==> config.mk <==
export PLATFORM = sky130hd
export DESIGN_NAME = fourbit_sequencer
export DESIGN_NICKNAME = d
export VERILOG_FILES = /design/src/rtl/fourbit_pkg.sv /design/src/rtl/fourbit_pc_unit.sv /design/src/rtl/fourbit_sequencer.sv
export SDC_FILE = /design/constraint.sdc
export NUM_CORES = 1
export LEC_CHECK = 0
export CORE_ASPECT_RATIO = 1.5
export CORE_MARGIN = 2
export CORE_UTILIZATION = 24
export DETAILED_ROUTE_END_ITERATION = 8
export HOLD_SLACK_MARGIN = 0.08
export PLACE_DENSITY = 0.49
export SLEW_MARGIN = 25
export SYNTH_ARGS = -nofsm -noshare
export SYNTH_HDL_FRONTEND = slang
export SYNTH_HIERARCHICAL = 1
export SYNTH_SLANG_ARGS = --single-unit
export TNS_END_PERCENT = 20
==> constraint.sdc <==
create_clock -name clk -period 4 [get_ports clk]
set_input_delay 1.2 -clock clk [delete_from_list [all_inputs] [get_ports clk]]
set_output_delay 1.2 -clock clk [all_outputs]
set_load 0.01 [all_outputs]
==> src/rtl/fourbit_pkg.sv <==
// rtl/fourbit_pkg.sv - shared opcodes, state encoding and helpers for the 4-bit sequencer
package fourbit_pkg;

  localparam int ACC_SEL_W = 2;

  localparam logic [3:0] OP_NOP  = 4'h0;
  localparam logic [3:0] OP_LDI  = 4'h1;
  localparam logic [3:0] OP_ADD  = 4'h2;
  localparam logic [3:0] OP_SUB  = 4'h3;
  localparam logic [3:0] OP_AND  = 4'h4;
  localparam logic [3:0] OP_OR   = 4'h5;
  localparam logic [3:0] OP_XOR  = 4'h6;
  localparam logic [3:0] OP_MOV  = 4'h7;
  localparam logic [3:0] OP_JMP  = 4'h8;
  localparam logic [3:0] OP_JZ   = 4'h9;
  localparam logic [3:0] OP_JC   = 4'hA;
  localparam logic [3:0] OP_NOPB = 4'hB;
  localparam logic [3:0] OP_NOPC = 4'hC;
  localparam logic [3:0] OP_NOPD = 4'hD;
  localparam logic [3:0] OP_RETI = 4'hE;
  localparam logic [3:0] OP_HALT = 4'hF;

  typedef enum logic [2:0] {
    ST_FETCH,
    ST_DECODE,
    ST_EXEC,
    ST_WB,
    ST_HALT
  } state_t;

  typedef enum logic [1:0] {
    PC_INC,
    PC_JUMP,
    PC_RETI,
    PC_HOLD
  } pc_mode_t;

  // LDI through MOV are the only opcodes that write an accumulator.
  function automatic logic writes_acc(input logic [3:0] op);
    return (op >= OP_LDI) && (op <= OP_MOV);
  endfunction

endpackage

==> src/rtl/fourbit_pc_unit.sv <==
// rtl/fourbit_pc_unit.sv - program counter with increment/wrap, jump load and ISR shadow
module fourbit_pc_unit
  import fourbit_pkg::*;
#(
  parameter logic [3:0] IRQ_VECTOR = 4'hC
) (
  input  logic       clk,
  input  logic       rst,
  input  logic       step_en,
  input  pc_mode_t   mode,
  input  logic [3:0] jump_target,
  input  logic       irq_take,
  output logic [3:0] pc,
  output logic [3:0] shadow_pc
);

  logic [3:0] pc_q, pc_d;
  logic [3:0] shadow_q, shadow_d;
  logic [3:0] next_pc;

  always_comb begin
    unique case (mode)
      PC_JUMP: next_pc = jump_target;
      PC_RETI: next_pc = shadow_q;
      PC_HOLD: next_pc = pc_q;
      default: next_pc = pc_q + 4'd1;
    endcase

    pc_d     = pc_q;
    shadow_d = shadow_q;
    // On interrupt entry the address this step would have produced becomes the return point.
    if (step_en) begin
      if (irq_take) begin
        shadow_d = next_pc;
        pc_d     = IRQ_VECTOR;
      end else begin
        pc_d = next_pc;
      end
    end
  end

  always_ff @(posedge clk) begin
    if (rst) begin
      pc_q     <= 4'h0;
      shadow_q <= 4'h0;
    end else begin
      pc_q     <= pc_d;
      shadow_q <= shadow_d;
    end
  end

  assign pc        = pc_q;
  assign shadow_pc = shadow_q;

endmodule

==> src/rtl/fourbit_sequencer.sv <==
// rtl/fourbit_sequencer.sv - fetch/decode/execute/writeback control FSM with one interrupt level and HALT
module fourbit_sequencer
  import fourbit_pkg::*;
#(
  parameter logic [3:0] IRQ_VECTOR = 4'hC,
  parameter logic [3:0] HALT_OP    = OP_HALT,
  parameter logic [3:0] RETI_OP    = OP_RETI
) (
  input  logic                 clk,
  input  logic                 rst,
  input  logic                 instr_valid,
  output logic                 instr_ready,
  input  logic [3:0]           opcode,
  input  logic [3:0]           operand,
  input  logic                 flag_z,
  input  logic                 flag_c,
  input  logic                 irq,
  output logic                 irq_ack,
  output logic [3:0]           pc,
  output logic [3:0]           ir,
  output logic [3:0]           alu_op,
  output logic [ACC_SEL_W-1:0] dst_sel,
  output logic [ACC_SEL_W-1:0] src_sel,
  output logic [3:0]           imm,
  output logic                 acc_we,
  output logic                 in_isr,
  output logic                 halted
);

  state_t                 state_q, state_d;
  logic [3:0]             ir_q, ir_d;
  logic [3:0]             imm_q, imm_d;
  logic [3:0]             alu_op_q, alu_op_d;
  logic [ACC_SEL_W-1:0]   dst_q, dst_d;
  logic [ACC_SEL_W-1:0]   src_q, src_d;
  logic                   take_q, take_d;
  logic                   in_isr_q, in_isr_d;

  logic                   irq_take;
  logic                   pc_step;
  logic                   pc_irq;
  pc_mode_t               pc_mode;
  logic [3:0]             shadow_pc;

  always_comb begin
    state_d     = state_q;
    ir_d        = ir_q;
    imm_d       = imm_q;
    alu_op_d    = alu_op_q;
    dst_d       = dst_q;
    src_d       = src_q;
    take_d      = take_q;
    in_isr_d    = in_isr_q;
    instr_ready = 1'b0;
    acc_we      = 1'b0;
    irq_ack     = 1'b0;
    pc_step     = 1'b0;
    pc_irq      = 1'b0;
    pc_mode     = PC_INC;
    irq_take    = irq && !in_isr_q;

    unique case (state_q)
      ST_FETCH: begin
        instr_ready = 1'b1;
        if (instr_valid) begin
          ir_d    = opcode;
          imm_d   = operand;
          state_d = ST_DECODE;
        end
      end
      ST_DECODE: begin
        dst_d    = (ir_q == OP_LDI) ? '0 : imm_q[3:2];
        src_d    = imm_q[1:0];
        alu_op_d = ir_q;
        state_d  = ST_EXEC;
      end
      ST_EXEC: begin
        take_d  = ((ir_q == OP_JZ) && flag_z) || ((ir_q == OP_JC) && flag_c);
        state_d = ST_WB;
      end
      ST_WB: begin
        acc_we  = writes_acc(ir_q);
        pc_step = 1'b1;
        if ((ir_q == OP_JMP) || take_q) begin
          pc_mode = PC_JUMP;
        end else if (ir_q == RETI_OP) begin
          pc_mode  = PC_RETI;
          in_isr_d = 1'b0;
        end else if (ir_q == HALT_OP) begin
          pc_mode = PC_HOLD;
        end
        // irq_take looks at the pre-RETI in_isr, so a coincident irq waits for the next WB.
        if (irq_take) begin
          pc_irq   = 1'b1;
          irq_ack  = 1'b1;
          in_isr_d = 1'b1;
          state_d  = ST_FETCH;
        end else begin
          state_d = (ir_q == HALT_OP) ? ST_HALT : ST_FETCH;
        end
      end
      ST_HALT: begin
        if (irq_take) begin
          pc_step  = 1'b1;
          pc_irq   = 1'b1;
          irq_ack  = 1'b1;
          in_isr_d = 1'b1;
          state_d  = ST_FETCH;
        end
      end
      default: state_d = ST_FETCH;
    endcase

    if (rst) begin
      instr_ready = 1'b0;
      acc_we      = 1'b0;
      irq_ack     = 1'b0;
      pc_step     = 1'b0;
    end
  end

  always_ff @(posedge clk) begin
    if (rst) begin
      state_q  <= ST_FETCH;
      ir_q     <= 4'h0;
      imm_q    <= 4'h0;
      alu_op_q <= 4'h0;
      dst_q    <= '0;
      src_q    <= '0;
      take_q   <= 1'b0;
      in_isr_q <= 1'b0;
    end else begin
      state_q  <= state_d;
      ir_q     <= ir_d;
      imm_q    <= imm_d;
      alu_op_q <= alu_op_d;
      dst_q    <= dst_d;
      src_q    <= src_d;
      take_q   <= take_d;
      in_isr_q <= in_isr_d;
    end
  end

  fourbit_pc_unit #(
    .IRQ_VECTOR(IRQ_VECTOR)
  ) u_pc (
    .clk        (clk),
    .rst        (rst),
    .step_en    (pc_step),
    .mode       (pc_mode),
    .jump_target(imm_q),
    .irq_take   (pc_irq),
    .pc         (pc),
    .shadow_pc  (shadow_pc)
  );

  assign ir      = ir_q;
  assign imm     = imm_q;
  assign alu_op  = alu_op_q;
  assign dst_sel = dst_q;
  assign src_sel = src_q;
  assign in_isr  = in_isr_q;
  assign halted  = (state_q == ST_HALT);

endmodule
## Word-level counts from Yosys, hierarchy flattened

Index checks and enable logic that the tools add are counted.

| cells by class | value |
|---|---|
| add/subtract/negate cells | 1 |
| magnitude comparators | 2 |
| equal/unequal tests | 17 |
| multiplexer cells | 26 |
| reductions and logical operators | 14 |

Operators by type and width:

| cell | count |
|---|---|
| 4-bit == test, second input constant | 5 |
| 3-bit one-hot mux with 5 select lines | 1 |
| 1-bit 2-to-1 mux | 12 |
| 3-bit 2-to-1 mux | 4 |
| 4-bit one-hot mux with 3 select lines | 1 |
| 2-bit 2-to-1 mux | 5 |
| 3-bit by 2-bit == test with 1-bit output, second input constant | 2 |
| 3-bit inequality test, second input constant | 2 |
| 2-bit AND reduction | 3 |
| 4-bit by 1-bit adder with 4-bit output, second input constant | 1 |
| 2-bit == test, second input constant | 2 |
| 4-bit by 1-bit == test with 1-bit output, second input constant | 1 |
| 4-bit by 1-bit >= comparator with 1-bit output, second input constant | 1 |
| 4-bit by 3-bit <= comparator with 1-bit output, second input constant | 1 |
| 1-bit logical AND | 4 |
| 4-bit 2-to-1 mux | 1 |
| 1-bit one-hot mux with 2 select lines | 2 |
| 4-bit AND reduction | 1 |
| 3-bit by 1-bit == test with 1-bit output, second input constant | 1 |
| 3-bit == test, second input constant | 1 |
| 3-bit zero test | 1 |
| 2-bit by 1-bit == test with 1-bit output, second input constant | 1 |
| 1-bit logical OR | 2 |
| 2-bit by 1-bit inequality test with 1-bit output, second input constant | 1 |
| 4 further kinds | 4 |

| word-level totals | value |
|---|---|
| output and inout bits | 25 |
| register bits | 29 |

## Longest topological paths before layout

Gate-level depths: netlist of the first run.

| depth | value |
|---|---|
| word-level depth | 8 |
| mapped depth | 8 |

## By module

Netlist of the first run, hierarchy kept.

By module, submodules not included:

| module | area each (µm²) | cells each | instances | sequential area each (µm²) |
|---|---|---|---|---|
| fourbit_sequencer | 1003.5 | 113 | 1 | 420.4 |
| fourbit_pc_unit | 489.2 | 54 | 1 | 160.2 |

## Worst setup path after synthesis of the first run

Ideal clock, no wire load.

| timing | value |
|---|---|
| kind | input to output |
| start | input port rst |
| end | output port acc_we |
| required time | 2.800 ns |
| stages | 2 |
| path slack | 1.022 ns |
| arrival | 1.778 ns |
| path through | buf_4 -> nor4_1 |

| between the ends | value |
|---|---|
| longest elaborated chain between the ends | 1 |

RTL lines:

| element | line | source |
|---|---|---|
| from (decl) | fourbit_sequencer.sv:10 | `input logic rst,` |
| 1-bit 2-to-1 mux | fourbit_sequencer.sv:114 | `if (rst) begin` |
| to (decl) | fourbit_sequencer.sv:25 | `output logic acc_we,` |

Every way passes these cells.

## Worst setup path after layout of the first run

Same ends and word-level chain as after synthesis.

==> metrics.txt, run 1 <==
status finished clean; Unique masters post-synth 49; fmax 0.264 GHz; cell mode on critical path clkdlybuf4s50_1; Setup TNS 0 ns; clk_lat worst skew 0.29 ns; CTS buffer count 5; CP max FO 3; commonest non-fill, non-tap cell in the layout clkdlybuf4s50_1; drt wl/cell 13.5 um; via count 1312; Die Wd 68.4 um; Worst Tran Pin Value 0.493 ns; Setup crit start kind primary input; Total GRT Usage 11.9%; Max VDD drop 0.218 mV; pre-CTS setup slack 0.214 ns; largest net degree at the start of global routing 33; sequential share of the synthesized area 38.9%; internal reg-to-reg setup slack 1.81 ns; H-Tree Depth 2; diodes inserted 0; unrepaired setup endpoints after global routing false; Layout Nets 223; Worst EP arrival 2.59 ns; # IOs 39; Port Buffers 38; P&R area growth vs syn 37.4%; WP data required 2.80 ns; initial DRC count 18; share of layout cells above drive strength 1 11.5%; Hold Path Stages 2; vias per cell 4.64; final setup margin 0.214 ns; Yosys top cell area share 38.9%; Initial Util 24.5%; crit end category output pin; # resized after CTS 0; min-delay worst type flip-flop to flip-flop; CP max stage cell clkdlybuf4s50_1; most frequent cells in the layout 38 x clkdlybuf4s50_1, 29 x dfxtp_1, 21 x nand2_1; fin crit share 94.7%; first-pass GRT wire length 6090 um; crit path from rst; reg2reg end u_pc/shadow_pc[2]$_SDFFE_PP0P_; Synth Flop Type dfxtp_1; Final Hold Vio Count 0; CTS Hold Bufs 0; # setup viols final 0; syn nets 182; die outline height 101 um; Root Driver clkbuf_8; top cell type by total area after synthesis dfxtp_1; DRT Wirelength 3830 um; FP Rows 35; pwr dens 385 nW/um2; Post-Syn Instances 167; post-DP HPWL 2760 um; Core Region 6090 um2; Critical R2R Launch state_q[2]$_SDFFE_PP0P_; fin crit period 3.79 ns; Die ar. 6880 um2; WS Path Type primary input to output pin; ys async rst share 0%; crit path buf inv count 2; routability congestion estimate 0.762; worst-case reg-to-reg path depth 7; Post-CTS Setup Bufs 0; final-report max-slew violation count 0; fillers 645; leakage 0.715 nW; grt ovf 0; drt first pass iters 4; Max Cap Viol 0; Mean Syn Cell Area 8.94 um2; Final Cell Area 2050 um2; post-synthesis register bit count 29; Crit path depth 3; worst relative slew slack 67.0%; EDFF count, synth 0; Worst-path clk slew 0.07 ns; Crit path max-delay family buffers and inverters; CTS Buffer Depth 2; initial antenna violation count 0; Clock Skew 0.00817 ns; crit path cell chain clkdlybuf4s50_1 > nor4_1 > clkdlybuf4s50_1; count of nets left with antenna violations after detail routing 0; largest cells by area after synthesis dfxtp_1 39%, a21oi_1 6.0%, nand2_1 5.3%; CTS Sinks 29; CTS tree yes; Worst setup endpoint acc_we; number of global-route vias before repair 1214; cell area after synthesis 1490 um2; placed cell area 1920 um2; YS warnings 6; # DRC 0; slowest stage delay, CP 0.59 ns
-- routing by layer --
layer | share of wire, % | vias to the layer above | routed length (um) | GRT usage, %
met5 | 0 | - | 0 | 0
met4 | 1.1 | 0 | 44 | 5.54
met3 | 4.0 | 3 | 155 | 2.91
met2 | 54 | 30 | 2060 | 19.5
met1 | 41 | 604 | 1570 | 14.2
li1 | - | 675 | - | -
-- cell type report --
cell class                      count  area (um2)  area share [%]
Timing Repair Buffer               45         433            21.1
Clock inverter                      3        65.1            3.17
Inverter                            6        22.5            1.10
Multi-Input combinational cell    121         788            38.4
Sequential cell                    29         581            28.3
Tap cell                           74        92.6            4.51
Clock buffer                        5        68.8            3.36
-- registers in the layout, summed over array words and instances (netlist names) --
name	flops
ir	4
in_isr	1
imm	4
u_pc/shadow_pc	4
take_q	1
src_sel	2
dst_sel	2
alu_op	4
u_pc/pc	4
state_q	3
-- logic make-up after synthesis --
| family | synth area share, % |
|---|---|
| and+or+nand+nor | 27.9 |
| adders and majority gates | 0.838 |
| muxes | 6.20 |
| xor gates and xnor gates | 1.17 |
| buffers and inverters | 8.30 |
| AOI/OAI and AO/OA | 16.7 |
| DFF | 38.9 |
-- worst min path at each step --
| stage | to | slack (ns) | from |
|---|---|---|---|
| 2_1_floorplan | u_pc/shadow_pc[1]$_SDFFE_PP0P_ | 0.43 | u_pc/shadow_pc[1]$_SDFFE_PP0P_ |
| 4_1_cts | dst_sel[1]$_SDFFE_PP0P_ | 0.48 | dst_sel[1]$_SDFFE_PP0P_ |
| 3_3_place_gp | u_pc/shadow_pc[1]$_SDFFE_PP0P_ | 0.45 | u_pc/shadow_pc[1]$_SDFFE_PP0P_ |
| 3_5_place_dp | dst_sel[1]$_SDFFE_PP0P_ | 0.47 | dst_sel[1]$_SDFFE_PP0P_ |
| 5_1_grt | dst_sel[1]$_SDFFE_PP0P_ | 0.50 | dst_sel[1]$_SDFFE_PP0P_ |
| 6_report | dst_sel[1]$_SDFFE_PP0P_ | 0.47 | dst_sel[1]$_SDFFE_PP0P_ |
-- stage by stage --
step / hold slack [ns] / utilization [%] / power (mW) / instances
after CTS: 0.479 / 33.7 / 0.797 / 283
after global placement: 0.448 / 31.5 / 0.425 / 275
after detailed placement: 0.468 / 31.5 / 0.425 / 275
final: 0.471 / 33.7 / 0.789 / 283
after global routing: 0.496 / 33.7 / 0.822 / 283
after floorplan: 0.433 / - / 0.380 / 167
-- where the power goes --
group | switching [mW] | internal [mW] | total (mW)
clock | 0.125 | 0.248 | 0.372
sequential | 0.0180 | 0.300 | 0.318
combinational | 0.0448 | 0.0542 | 0.0990
-- synth_stat cells, types with 4 or more instances --
cell and instances:
buf_6 6, dfxtp_1 29, nand3_1 4, nor2_1 15, nand2_1 21, mux2i_1 7
a21oi_1 18, nand2b_1 5, inv_1 6, nor3_1 5
-- worst register-to-register path, delay by kind of cell, from the launching register on --
kind                   cells  cell delay, ns
AOI/OAI and AO/OA          2            0.60
buffers and inverters      1            0.09
DFF                        1            0.53
and+or+nand+nor            4            0.87
No activity file was read; power rests on OpenSTA's default activity.
==> run 2: changes to the inputs <==
Settings changed: CTS_CLUSTER_DIAMETER set to 120, SYNTH_HIERARCHICAL 1 to unset.
==> run 2 against run 1 <==
  * First-iteration DRC count rose to 4.2 times the previous value
  * Register-to-register slack better by 0.31 ns
  * Clock skew down 0.0025 ns
  * Setup slack better by 0.020 ns
  * Routed wire length up 10%
  * Worst hold slack worse by 0.013 ns
  * Power down 15%
  * Cell area down 3.5%
  * Die area down 2.3%
  * Largest power group is now sequential cells
  * Sequential power up 2%
  * Synthesized area down 2.4%
  * Final cell count up 1.1%
==> metrics.txt, run 2 <==
status finished clean; count of nets left with antenna violations after detail routing 0; worst-case reg-to-reg path depth 5; Post-Syn Instances 175; fin crit share 94.2%; Worst EP arrival 2.57 ns; drt first pass iters 4; Layout Cells excl Fill 286; # resized after CTS 0; Root Driver clkbuf_8; Setup crit start kind primary input; leakage 0.680 nW; largest net degree at the start of global routing 31; P&R area growth vs syn 35.8%; # DRC 0; cell mode on critical path clkdlybuf4s50_1; pre-CTS setup slack 0.222 ns; min-delay worst type flip-flop to flip-flop; routability congestion estimate 0.804; reg2reg end u_pc.shadow_pc[2]$_SDFFE_PP0P_; Max Cap Viol 0; crit end category output pin; most frequent cells in the layout 38 x clkdlybuf4s50_1, 35 x nand2_1, 29 x dfxtp_1; CTS tree yes; diodes inserted 0; WP data required 2.80 ns; Die Wd 67.6 um; DRT Wirelength 4210 um; Hold Worst Slack 0.458 ns; Total GRT Usage 13.5%; via count 1368; Max VDD drop 0.184 mV; YS warnings 0; CTS Sinks 29; fmax 0.265 GHz; Worst Tran Pin Value 0.469 ns; crit path cell chain clkdlybuf4s50_1 > nor2b_1 > o21ai_2 > nor2_1 > clkdlybuf4s50_1; CP max FO 2; top cell type by total area after synthesis dfxtp_1; # setup viols final 0; Worst-path clk slew 0.07 ns; Post-CTS Setup Bufs 0; H-Tree Depth 2; share of layout cells above drive strength 1 10.7%; CTS Buffer Depth 2; Setup TNS 0 ns; Initial Util 25.0%; first-pass GRT wire length 6830 um; number of global-route vias before repair 1381; Final Hold Vio Count 0; Layout Nets 228; clk_lat worst skew 0.28 ns; slowest stage delay, CP 0.55 ns; Port Buffers 38; sequential share of the synthesized area 39.9%; ys async rst share 0%; grt ovf 0; post-DP HPWL 3030 um; hold-critical path endpoint u_pc.shadow_pc[3]$_SDFFE_PP0P_; Cell Count Post-Placement 278; count leader, synth nand2_1; vias per cell 4.78; final setup margin 0.233 ns; largest cells by area after synthesis dfxtp_1 40%, nand2_1 9.0%, a21oi_1 6.5%; final-report max-slew violation count 0; Clock Skew 0.00566 ns; worst relative slew slack 68.5%; WS Path Type primary input to output pin; Unique masters post-synth 49; # IOs 39; post-synthesis register bit count 29; fin crit period 3.77 ns; Mean Syn Cell Area 8.32 um2; unrepaired setup endpoints after global routing false; Yosys top cell area share 39.9%; Critical R2R Launch state_q[0]$_SDFFE_PP0P_; pwr dens 337 nW/um2; cell area after synthesis 1460 um2; synth cell count leaders 35 x nand2_1, 29 x dfxtp_1, 19 x a21oi_1; CP max stage cell clkdlybuf4s50_1; die outline height 99.4 um; final core utilization 33.9%; initial antenna violation count 0; CTS Hold Bufs 0; FP Rows 34; EDFF count, synth 0; commonest non-fill, non-tap cell in the layout clkdlybuf4s50_1; internal reg-to-reg setup slack 2.12 ns; Core Region 5830 um2; CTS buffer count 5; Hold Path Stages 2; Synth Flop Type dfxtp_1; Die ar. 6720 um2; drt wl/cell 14.7 um; hold path start u_pc.shadow_pc[3]$_SDFFE_PP0P_; initial DRC count 75; syn nets 190
[run 2: worst max path at each step]
stage	start	end	slack, ns
finish	irq	irq_ack	0.23
floorplan	rst	instr_ready	0.91
CTS	irq	irq_ack	0.21
global placement	irq	irq_ack	0.22
detailed placement	irq	irq_ack	0.22
global route	rst	acc_we	0.12
[run 2: worst max-delay path: cells and delay by family]
kind | cells | cell delay, ns
buffers and inverters | 2 | 1.00
and+or+nand+nor | 2 | 0.29
AOI/OAI and AO/OA | 1 | 0.08
[run 2: per-stage QoR]
stage / cell area, um2 / total power [mW]
after detailed placement: 1900 / 0.441
after global placement: 1900 / 0.440
after global routing: 1980 / 0.701
final: 1980 / 0.668
after floorplan: 1460 / 0.387
after CTS: 1980 / 0.678
[run 2: report_power, final]
group	internal, mW	leakage [nW]	switching (mW)
combinational	0.0553	0.399	0.0536
clock	0.120	0.0450	0.115
sequential	0.301	0.236	0.0225
total	0.477	0.680	0.191
[run 2: metal layers]
metal	track usage [%]	share of wire (%)	up-vias
met5	0	0	-
met4	7.38	3.9	0
met3	2.83	3.1	11
met2	21.4	48	35
met1	16.7	45	623
li1	-	-	699
[run 2: cell type report]
type | count | area [um2]
inverters | 1 | 3.75
repair buffers | 44 | 425
multi-input cells | 132 | 796
flip-flops and latches | 29 | 581
fillers | 618 | 3850
clock inverters | 2 | 10.0
clock buffers | 6 | 72.6
well taps | 72 | 90.1
[run 2: logic make-up (layout without fill, tap and decap cells)]
group | after synthesis | after routing | share of synthesized area (%)
compound gates | 45 | 45 | 21.7
mux | 1 | 1 | 0.687
simple gates | 82 | 82 | 29.6
flops | 29 | 29 | 39.9
fa+ha+maj | 1 | 1 | 0.859
buf+inv | 14 | 53 | 5.50
xor+xnor | 3 | 3 | 1.80
